File: config.mk
export PLATFORM = sky130hd
export DESIGN_NAME = add_norm_pack
export DESIGN_NICKNAME = d
export VERILOG_FILES = /design/src/rtl/sd4_mac_pkg.sv /design/src/rtl/add_norm_lzc.sv /design/src/rtl/add_norm_pack.sv
export SDC_FILE = /design/constraint.sdc
export NUM_CORES = 1
export LEC_CHECK = 0
export CAP_MARGIN = 20
export CORE_UTILIZATION = 40
export CTS_CLUSTER_DIAMETER = 50
export DETAILED_ROUTE_END_ITERATION = 16
export GPL_TIMING_DRIVEN = 1
export PLACE_DENSITY = 0.63
export SLEW_MARGIN = 15
export SYNTH_ARGS = -nofsm -noshare
export SYNTH_HDL_FRONTEND = slang
export SYNTH_SLANG_ARGS = --single-unit
File: constraint.sdc
create_clock -name clk -period 3.3 [get_ports clk]
set_input_delay 0.66 -clock clk [delete_from_list [all_inputs] [get_ports clk]]
set_output_delay 0.66 -clock clk [all_outputs]
set_load 0.1 [all_outputs]
File: src/rtl/sd4_mac_pkg.sv
// Shared widths, exponent limits and the packed floating-point result type
// for the SD4 MAC datapath.
package sd4_mac_pkg;

    localparam int SUM_W        = 20;
    localparam int EXP_W        = 6;
    localparam int MAN_W        = 10;
    localparam int EXP_BIAS     = 31;
    localparam int EXP_MAX_NORM = 62;
    localparam int EXP_INF      = 63;
    localparam int POINT_POS    = 16;
    localparam int LZ_W         = $clog2(SUM_W);

    typedef struct packed {
        logic             sign;
        logic [EXP_W-1:0] exp;
        logic [MAN_W-1:0] man;
    } fp_t;

endpackage

File: src/rtl/add_norm_lzc.sv
// Combinational leading-one detector: index of the most significant set bit
// and a flag for an all-zero input.
module add_norm_lzc #(
    parameter int W     = 20,
    parameter int IDX_W = $clog2(W)
) (
    input  logic [W-1:0]     vec,
    output logic [IDX_W-1:0] idx,
    output logic             all_zero
);

    // Ascending scan so the highest set bit wins.
    always_comb begin
        idx = '0;
        for (int i = 0; i < W; i++) begin
            if (vec[i]) begin
                idx = IDX_W'(i);
            end
        end
    end

    assign all_zero = (vec == '0);

endmodule

File: src/rtl/add_norm_pack.sv
// Two-stage normalize/round/pack of the signed sum into sign/exp/man form.
// ADD_NORM_RNE_EN selects round-to-nearest-even; otherwise the fraction is truncated.
module add_norm_pack
    import sd4_mac_pkg::*;
(
    input  logic             clk,
    input  logic             rst,
    input  logic             in_valid,
    output logic             in_ready,
    input  logic [SUM_W-1:0] signed_sum_in,
    input  logic [EXP_W-1:0] exp_max_in,
    output logic             out_valid,
    input  logic             out_ready,
    output logic             sign_out,
    output logic [EXP_W-1:0] exp_out,
    output logic [MAN_W-1:0] man_out,
    output logic             zero_out,
    output logic             ovf_out,
    output logic             unf_out
);

    localparam int EW = EXP_W + 2;

    // Stage 1 state
    logic             s1_valid_reg;
    logic             s1_sign_reg;
    logic             s1_zero_reg;
    logic [LZ_W-1:0]  s1_lz_reg;
    logic [EXP_W-1:0] s1_exp_reg;
    logic [SUM_W-1:0] s1_mag_reg;

    // Stage 2 state
    logic             s2_valid_reg;
    fp_t              s2_res_reg;
    logic             s2_zero_reg;
    logic             s2_ovf_reg;
    logic             s2_unf_reg;

    logic             s2_advance;
    logic             in_sign;
    logic [SUM_W-1:0] in_mag;
    logic [LZ_W-1:0]  in_lz;
    logic             in_zero;

    assign s2_advance = !s2_valid_reg || out_ready;
    assign in_ready   = !s1_valid_reg || s2_advance;

    assign in_sign = signed_sum_in[SUM_W-1];
    assign in_mag  = in_sign ? (~signed_sum_in + SUM_W'(1)) : signed_sum_in;

    add_norm_lzc #(.W(SUM_W), .IDX_W(LZ_W)) u_lzc (
        .vec      (in_mag),
        .idx      (in_lz),
        .all_zero (in_zero)
    );

    always_ff @(posedge clk or posedge rst) begin
        if (rst) begin
            s1_valid_reg <= 1'b0;
            s1_sign_reg  <= 1'b0;
            s1_zero_reg  <= 1'b0;
            s1_lz_reg    <= '0;
            s1_exp_reg   <= '0;
            s1_mag_reg   <= '0;
        end else if (in_ready) begin
            s1_valid_reg <= in_valid;
            if (in_valid) begin
                s1_sign_reg <= in_sign;
                s1_zero_reg <= in_zero;
                s1_lz_reg   <= in_lz;
                s1_exp_reg  <= exp_max_in;
                s1_mag_reg  <= in_mag;
            end
        end
    end

    // Left-justify the magnitude so the leading one lands on the top bit.
    logic [LZ_W-1:0]        shift;
    logic [SUM_W-1:0]       norm;
    logic [MAN_W-1:0]       frac;
    logic signed [EW-1:0]   exp_raw;
    logic signed [EW-1:0]   exp_rnd;
    logic [MAN_W-1:0]       man_rnd;
    logic                   unused_norm;

    assign shift   = LZ_W'(SUM_W - 1) - s1_lz_reg;
    assign norm    = s1_mag_reg << shift;
    assign frac    = norm[SUM_W-2 -: MAN_W];
    assign exp_raw = $signed({2'b00, s1_exp_reg})
                   + $signed({{(EW-LZ_W){1'b0}}, s1_lz_reg})
                   - $signed(EW'(POINT_POS));

`ifdef ADD_NORM_RNE_EN
    logic           guard;
    logic           sticky;
    logic           round_inc;
    logic [MAN_W:0] frac_inc;

    assign guard       = norm[SUM_W-2-MAN_W];
    assign sticky      = |norm[SUM_W-3-MAN_W:0];
    assign round_inc   = guard && (sticky || frac[0]);
    assign frac_inc    = {1'b0, frac} + {{MAN_W{1'b0}}, round_inc};
    // A carry out of the fraction leaves it all-zero and bumps the exponent.
    assign man_rnd     = frac_inc[MAN_W-1:0];
    assign exp_rnd     = exp_raw + $signed({{(EW-1){1'b0}}, frac_inc[MAN_W]});
    assign unused_norm = norm[SUM_W-1];
`else
    assign man_rnd     = frac;
    assign exp_rnd     = exp_raw;
    assign unused_norm = ^{norm[SUM_W-1], norm[SUM_W-2-MAN_W:0]};
`endif

    fp_t  res_next;
    logic zero_next;
    logic ovf_next;
    logic unf_next;

    always_comb begin
        res_next  = '0;
        zero_next = 1'b0;
        ovf_next  = 1'b0;
        unf_next  = 1'b0;
        if (s1_zero_reg) begin
            zero_next = 1'b1;
        end else if (exp_rnd > $signed(EW'(EXP_MAX_NORM))) begin
            res_next.sign = s1_sign_reg;
            res_next.exp  = EXP_W'(EXP_INF);
            ovf_next      = 1'b1;
        end else if (exp_rnd < $signed(EW'(1))) begin
            res_next.sign = s1_sign_reg;
            unf_next      = 1'b1;
        end else begin
            res_next.sign = s1_sign_reg;
            res_next.exp  = exp_rnd[EXP_W-1:0];
            res_next.man  = man_rnd;
        end
    end

    always_ff @(posedge clk or posedge rst) begin
        if (rst) begin
            s2_valid_reg <= 1'b0;
            s2_res_reg   <= '0;
            s2_zero_reg  <= 1'b0;
            s2_ovf_reg   <= 1'b0;
            s2_unf_reg   <= 1'b0;
        end else if (s2_advance) begin
            s2_valid_reg <= s1_valid_reg;
            if (s1_valid_reg) begin
                s2_res_reg  <= res_next;
                s2_zero_reg <= zero_next;
                s2_ovf_reg  <= ovf_next;
                s2_unf_reg  <= unf_next;
            end
        end
    end

    assign out_valid = s2_valid_reg;
    assign sign_out  = s2_res_reg.sign;
    assign exp_out   = s2_res_reg.exp;
    assign man_out   = s2_res_reg.man;
    assign zero_out  = s2_zero_reg;
    assign ovf_out   = s2_ovf_reg;
    assign unf_out   = s2_unf_reg;

endmodule

# After elaboration in Yosys (flattened, before gate mapping)
# Index checks and enable logic that the tools add are counted.
# classes
bitwise,1
muxes,30
shifts,1
order_cmp,2
addsub,4
n_reduce_logical,7
# op_table
op,n
two-way mux 4 bit,8
"adder 20 x 1 -> 20 bit, second input constant",1
logical NOT 20 bit,1
two-way mux 20 bit,1
two-way mux 5 bit,4
NOT 20 bit,1
<< shifter 20 x 5 -> 19 bit,1
two-way mux 17 bit,1
two-way mux 16 bit,1
two-way mux 3 bit,4
two-way mux 10 bit,1
"> comparator 8 x 7 -> 1 bit, second input constant",1
"less-than comparator 8 x 2 -> 1 bit, second input constant",1
"subtractor 7 x 5 -> 8 bit, second input constant",1
adder 6 x 5 -> 7 bit,1
two-way mux 1 bit,7
two-way mux 6 bit,1
"subtractor 5 bit, first input constant",1
two-way mux 2 bit,2
AND reduction 2 bit,2
logical NOT 1 bit,2
logical OR 1 bit,2
# word_totals
ff_bits,55
in_bits,30
elab_cells,58

# Longest topological paths before layout
# logic_depth
word_depth,22
ltp_mapped,12
mapped_depth_nobuf,11

# Hierarchy
# Synthesis repeated with hierarchy kept, for this count alone.
# unflattened
hier_cells,386
hier_area_um2,3818.7
# by_module_without_submodules
module,area_per_inst_um2,cells_each,n_inst,seq_area_each_um2
add_norm_pack,3606.0,346,1,1351.3
add_norm_lzc,212.7,40,1,0.0

# Worst setup path before layout
# Ideal clock, no wire load.
# synth_timing
path_kind,register to register
from,"register s2_valid_reg, in the netlist out_valid"
to,register s1_zero_reg
arrival_time_ns,2.931
required_ns,3.178
path_stages_with_launch,6
synth_period_minus_slack_ns,3.053
path_slack_ns,0.247
path_buffers,0
cell_sequence,dfrtp_1 > nand3b_1 > nand2_1 > a311oi_2 > and3_1 > a32o_1
# synth_between
elab_chain_cells,4
# synth_lines
item,line,text
"start, declared",add_norm_pack.sv:33,logic s2_valid_reg;
"start signal, assigned",add_norm_pack.sv:147,s2_valid_reg <= s1_valid_reg;
logical NOT 1 bit,add_norm_pack.sv:45,assign s2_advance = !s2_valid_reg || out_ready;
logical OR 1 bit,add_norm_pack.sv:45,
logical OR 1 bit,add_norm_pack.sv:46,assign in_ready = !s1_valid_reg || s2_advance;
net in_ready,add_norm_pack.sv:9,"output logic in_ready,"
AND reduction 2 bit (no source line),-,
"end signal, assigned",add_norm_pack.sv:69,s1_zero_reg <= in_zero;
"end, declared",add_norm_pack.sv:27,logic s1_zero_reg;
# The timed path passes the listed nets, and every way through them passes these cells.
# A chain may end at the register's enable or synchronous reset.

# Final worst setup path
# layout_timing
from,register s1_lz_reg[1]
to,register s2_res_reg (netlist bit man_out[7])
# layout_between
elab_chain_cells,6
elab_cells_between_ends,9
cone_classes,add/sub (3); order compare (2); shift (1); mux (3)
# layout_lines
item,line,text
"start, declared",add_norm_pack.sv:28,logic [LZ_W-1:0] s1_lz_reg;
"start signal, assigned",add_norm_pack.sv:70,s1_lz_reg <= in_lz;
adder 6 x 5 -> 7 bit,add_norm_pack.sv:90,"+ $signed({{(EW-LZ_W){1'b0}}, s1_lz_reg})"
subtractor 7 x 5 -> 8 bit,add_norm_pack.sv:91,- $signed(EW'(POINT_POS));
less-than comparator 8 x 2 -> 1 bit,add_norm_pack.sv:129,end else if (exp_rnd < $signed(EW'(1))) begin
two-way mux 16 bit,add_norm_pack.sv:129,
two-way mux 10 bit (*),add_norm_pack.sv:125,end else if (exp_rnd > $signed(EW'(EXP_MAX_NORM))) begin
two-way mux 17 bit (*),add_norm_pack.sv:123,if (s1_zero_reg) begin
"end signal, assigned",add_norm_pack.sv:149,s2_res_reg <= res_next;
"end, declared",add_norm_pack.sv:34,fp_t s2_res_reg;
# Mark *: on every way between the ends. The rest lies on a longest branch, timed or not.

==> qor.tcl <==
set qor(tritoncts) {done}
set qor(critPathArrivalTime_ns) 3.26
set qor(critical_path.startpoint_type) {register}
set qor(timing.critical_path.buf_inv) 0
set qor(routed_wl_um) 9130
set qor(post_synth_and_or_nand_nor_area_fraction) 0.187
set qor(synth_warnings) 0
set qor(timing_hold_violations_final) 0
set qor(postCtsSetupRepairBufs) 0
set qor(share_of_the_cycle_needed_by_the_critical_path_after_routing) 0.924
set qor(grt_max_degree) 35
set qor(async_flop_share) 1.00
set qor(synth_compound_area_frac) 0.196
set qor(yosys-top-cells-area) {dfrtp_1 (34%), mux2i_1 (6.6%), nand2_1 (6.4%)}
set qor(netlist_area_mm2) 0.00395
set qor(worst_setup_path_type) {register to register}
set qor(die-area_mm2) 0.0103
set qor(p_switching_uw) 1420
set qor(cpLargestDelayFamily) {adder cells}
set qor(synth_edf_count) 0
set qor(timing.rr.start) {s1_lz_reg[1]}
set qor(final_core_occ) 0.502
set qor(postSynthCellCount) 456
set qor(clock_latency_late_sink_ns) 0.31
set qor(detailedRoute.firstIterationViolations) 161
set qor(finish.net_count) 556
set qor(slew_headroom) 0.581
set qor(route.top_layer_used) {met4}
set qor(worst-r2r-setup-slack_ns) 0.25
set qor(critPathSlowestCell) {or3b_2}
set qor(post_synth_net_total) 501
set qor(power_density_mw_per_mm2) 606
set qor(cap_violations) 0
set qor(worstHoldEndpoint) {exp_out[2]}
set qor(internal_power_uw) 1450
set qor(die_boundary_width_um) 101
set qor(whs_path_depth) 2
set qor(worstMarginPinSlew_ns) 0.624
set qor(final.setup_skew_ns) 0.0136
set qor(htree_levels) 2
set qor(critPathMaxFanout) 7
set qor(ctsHoldBuffers) 0
set qor(antenna_violating_nets_left) 0
set qor(postCtsResizedCells) 0
set qor(synth_top_area_share) 0.342
set qor(coreArea_mm2) 0.00942
set qor(postSynth.topFlopCell) {dfrtp_1}
set qor(route.detailed.vias_per_inst) 5.35
set qor(first_global_vias) 3308
set qor(p_clk_frac) 0.133
set qor(grt_util_all_layers) 0.194
set qor(std_cell_rows) 35
set qor(synth_top_family_by_area) {compound AO/OA/AOI/OAI gates}
set qor(largest_register_ffs) 19
set qor(yosys.area_share.adder) 0.0494
set qor(layout-drive-gt1-share) 0.162
set qor(worst_hold_launch) {exp_out[2]}
set qor(clk_transition_reported_paths_ns) 0.11
set qor(die_h_um) 101
set qor(clock.fmax_mhz) 328
set qor(grt_antenna_before_repair) 0
set qor(route.detailed.drc) 0
set qor(design.portCount) 52
set qor(synth_unique_cells) 65
set qor(wire_length_of_the_first_global_routing_pass_um) 15900
set qor(clock-sinks) 54
set qor(pwr-share-comb) 0.556
set qor(route.detailed.wl_per_inst_um) 14.2
set qor(muxShareOfSynthArea) 0.109
set qor(syn_avg_cell_area_um2) 8.66
set qor(worst_r2r_endpoint) {man_out[7]}
set qor(synth.ff_latch_count) 54
set qor(final-setup-viol-count) 0
set qor(floorplan.initialDensity) 0.419
set qor(area.growth.synth_to_final_pct) 19.7
set qor(port_buffers) 51
set qor(wp_data_required_ns) 3.51
set qor(sequentialPowerShare) 0.311
set qor(cts_root_buf) {clkbuf_8}
set qor(reg2reg_depth) 9
set qor(grt_setup_unrepaired) {false}
set qor(synth_top_area_cell) {dfrtp_1}
set qor(netSwitchingFraction) 0.494
set qor(max-vdd-ir-drop_mv) 0.427
set qor(cts-root-to-sink-buffers) 2
set qor(finalWeightedCongestion) 0.882
set qor(hold_wc_path_type) {register to register}
set qor(min_tclk_post_route_ns) 3.05
set qor(cts_inserted_buffers) 5
set qor(final_max_slew_viol_count) 0
set qor(met2_wl_um) 4190
set qor(dr_total_vias) 3429
set qor(synthXorXnorAreaFrac) 0.0577
set qor(crit_path_cell_trace) {ha_1 > ha_1 > fa_1 > a21o_1 > a21oi_1 > xnor2_1 > and4_1 > or3b_2 > o31ai_1}
set qor(detail_route.wirelength.met1_um) 4470
set qor(crit_top_cell) {ha_1}
set qor(p_leak_uw) 0.00215
set qor(drt_first_pass_iters) 4
set qor(route.met3.wl_um) 308
set qor(insertedDiodeCount) 0
set qor(ys_seq_area_frac) 0.342
set qor(dp_hpwl_um) 7400
set qor(grt.overflow.total) 0
set qor(critical_path.endpoint_type) {register}
set qor(totalNegativeSetupSlack_ns) 0
set qor(critical_path.max_stage_delay_ns) 0.53
set qor(result_of_the_run) {completed}
[through the flow]
step	std cells	hold slack [ns]	setup WS [ns]	area, um2	total power (uW)
after floorplan	456	0.445	0.247	3950	2130
after global placement	633	0.463	0.00307	4630	2480
after detailed placement	633	0.473	-0.0493	4630	2500
after CTS	641	0.497	0.131	4720	2880
after global routing	641	0.513	0.0698	4730	3050
final	641	0.492	0.252	4730	2860
[synth_stat cells (5+ instances only)]
cell type / instances
nand2_1: 67
dfrtp_1: 54
o21ai_0: 45
nor2_1: 32
mux2i_1: 26
inv_1: 23
clkbuf_1: 22
a21oi_1: 16
xnor2_1: 16
ha_1: 14
xor2_1: 10
a22o_1: 9
nand2b_1: 9
mux2_2: 7
nand3_1: 7
nor3_1: 6
o22ai_1: 6
a21o_1: 5
[power groups by stage]
| stage | clock [uW] | sequential [uW] | combinational, uW |
|---|---|---|---|
| after floorplan | 0 | 1460 | 672 |
| after global placement | 0 | 902 | 1580 |
| after detailed placement | 0 | 908 | 1590 |
| after CTS | 394 | 894 | 1600 |
| after global routing | 421 | 911 | 1720 |
| final | 380 | 892 | 1590 |
[metal layers]
metal / vias up / track usage
met5: - / 0
met4: 0 / 0.0569
met3: 11 / 0.0200
met2: 89 / 0.323
met1: 1597 / 0.266
li1: 1732 / -
[kinds of logic after synthesis]
kind of cell,after synthesis
adder cells (fa/ha/maj),15
multiplexers,37
AO/OA/AOI/OAI,118
AND/OR/NAND/NOR,151
XOR/XNOR,26
flip-flops,54
buffers and inverters,55
[worst min-delay path: stages, from the launching register on]
cell     delay, ns
dfrtp_1       0.35
nand2_1       0.05
o21ai_0       0.06
[cells in the final DEF, fill, tap and decap left out, types with 3 or more instances in the layout]
master and count:
o21ai_0 45, a31oi_1 4, a21oi_1 16, ha_1 14, nand2b_1 9, nand4_1 4, buf_4 50, xor2_1 10
or3b_2 3, nor3_1 6, mux2_2 7, xnor2_1 16, o22ai_1 6, o31ai_1 3, nand2_1 67, and3_1 4
nor4_1 3, clkbuf_8 5, a21o_1 5, nor2_1 32, clkdlybuf4s50_1 29, inv_1 22, a22o_1 9, mux4_2 4
dfrtp_1 54, nand3_1 7, mux2i_1 26
[worst max-delay path by stage]
stage / start / to / slack, ns / depth (start not counted)
after floorplan: out_valid / s1_zero_reg / 0.25 / 5
after global placement: signed_sum_in[5] / s1_zero_reg / 0.003 / 7
after detailed placement: signed_sum_in[5] / s1_zero_reg / -0.05 / 7
after CTS: s1_lz_reg[1] / man_out[4] / 0.13 / 10
after global routing: s1_lz_reg[1] / man_out[1] / 0.07 / 10
final: s1_lz_reg[1] / man_out[7] / 0.25 / 9
[layout make-up]
class | instances | area, um2
Timing Repair Buffer | 79 | 666
Multi-Input combinational cell | 347 | 2360
Inverter | 24 | 90.1
Clock buffer | 5 | 68.8
Clock inverter | 3 | 25.0
Sequential cell | 54 | 1350
Fill cell | 909 | 4690
Tap cell | 129 | 161
(Power assumes the default switching activity.)
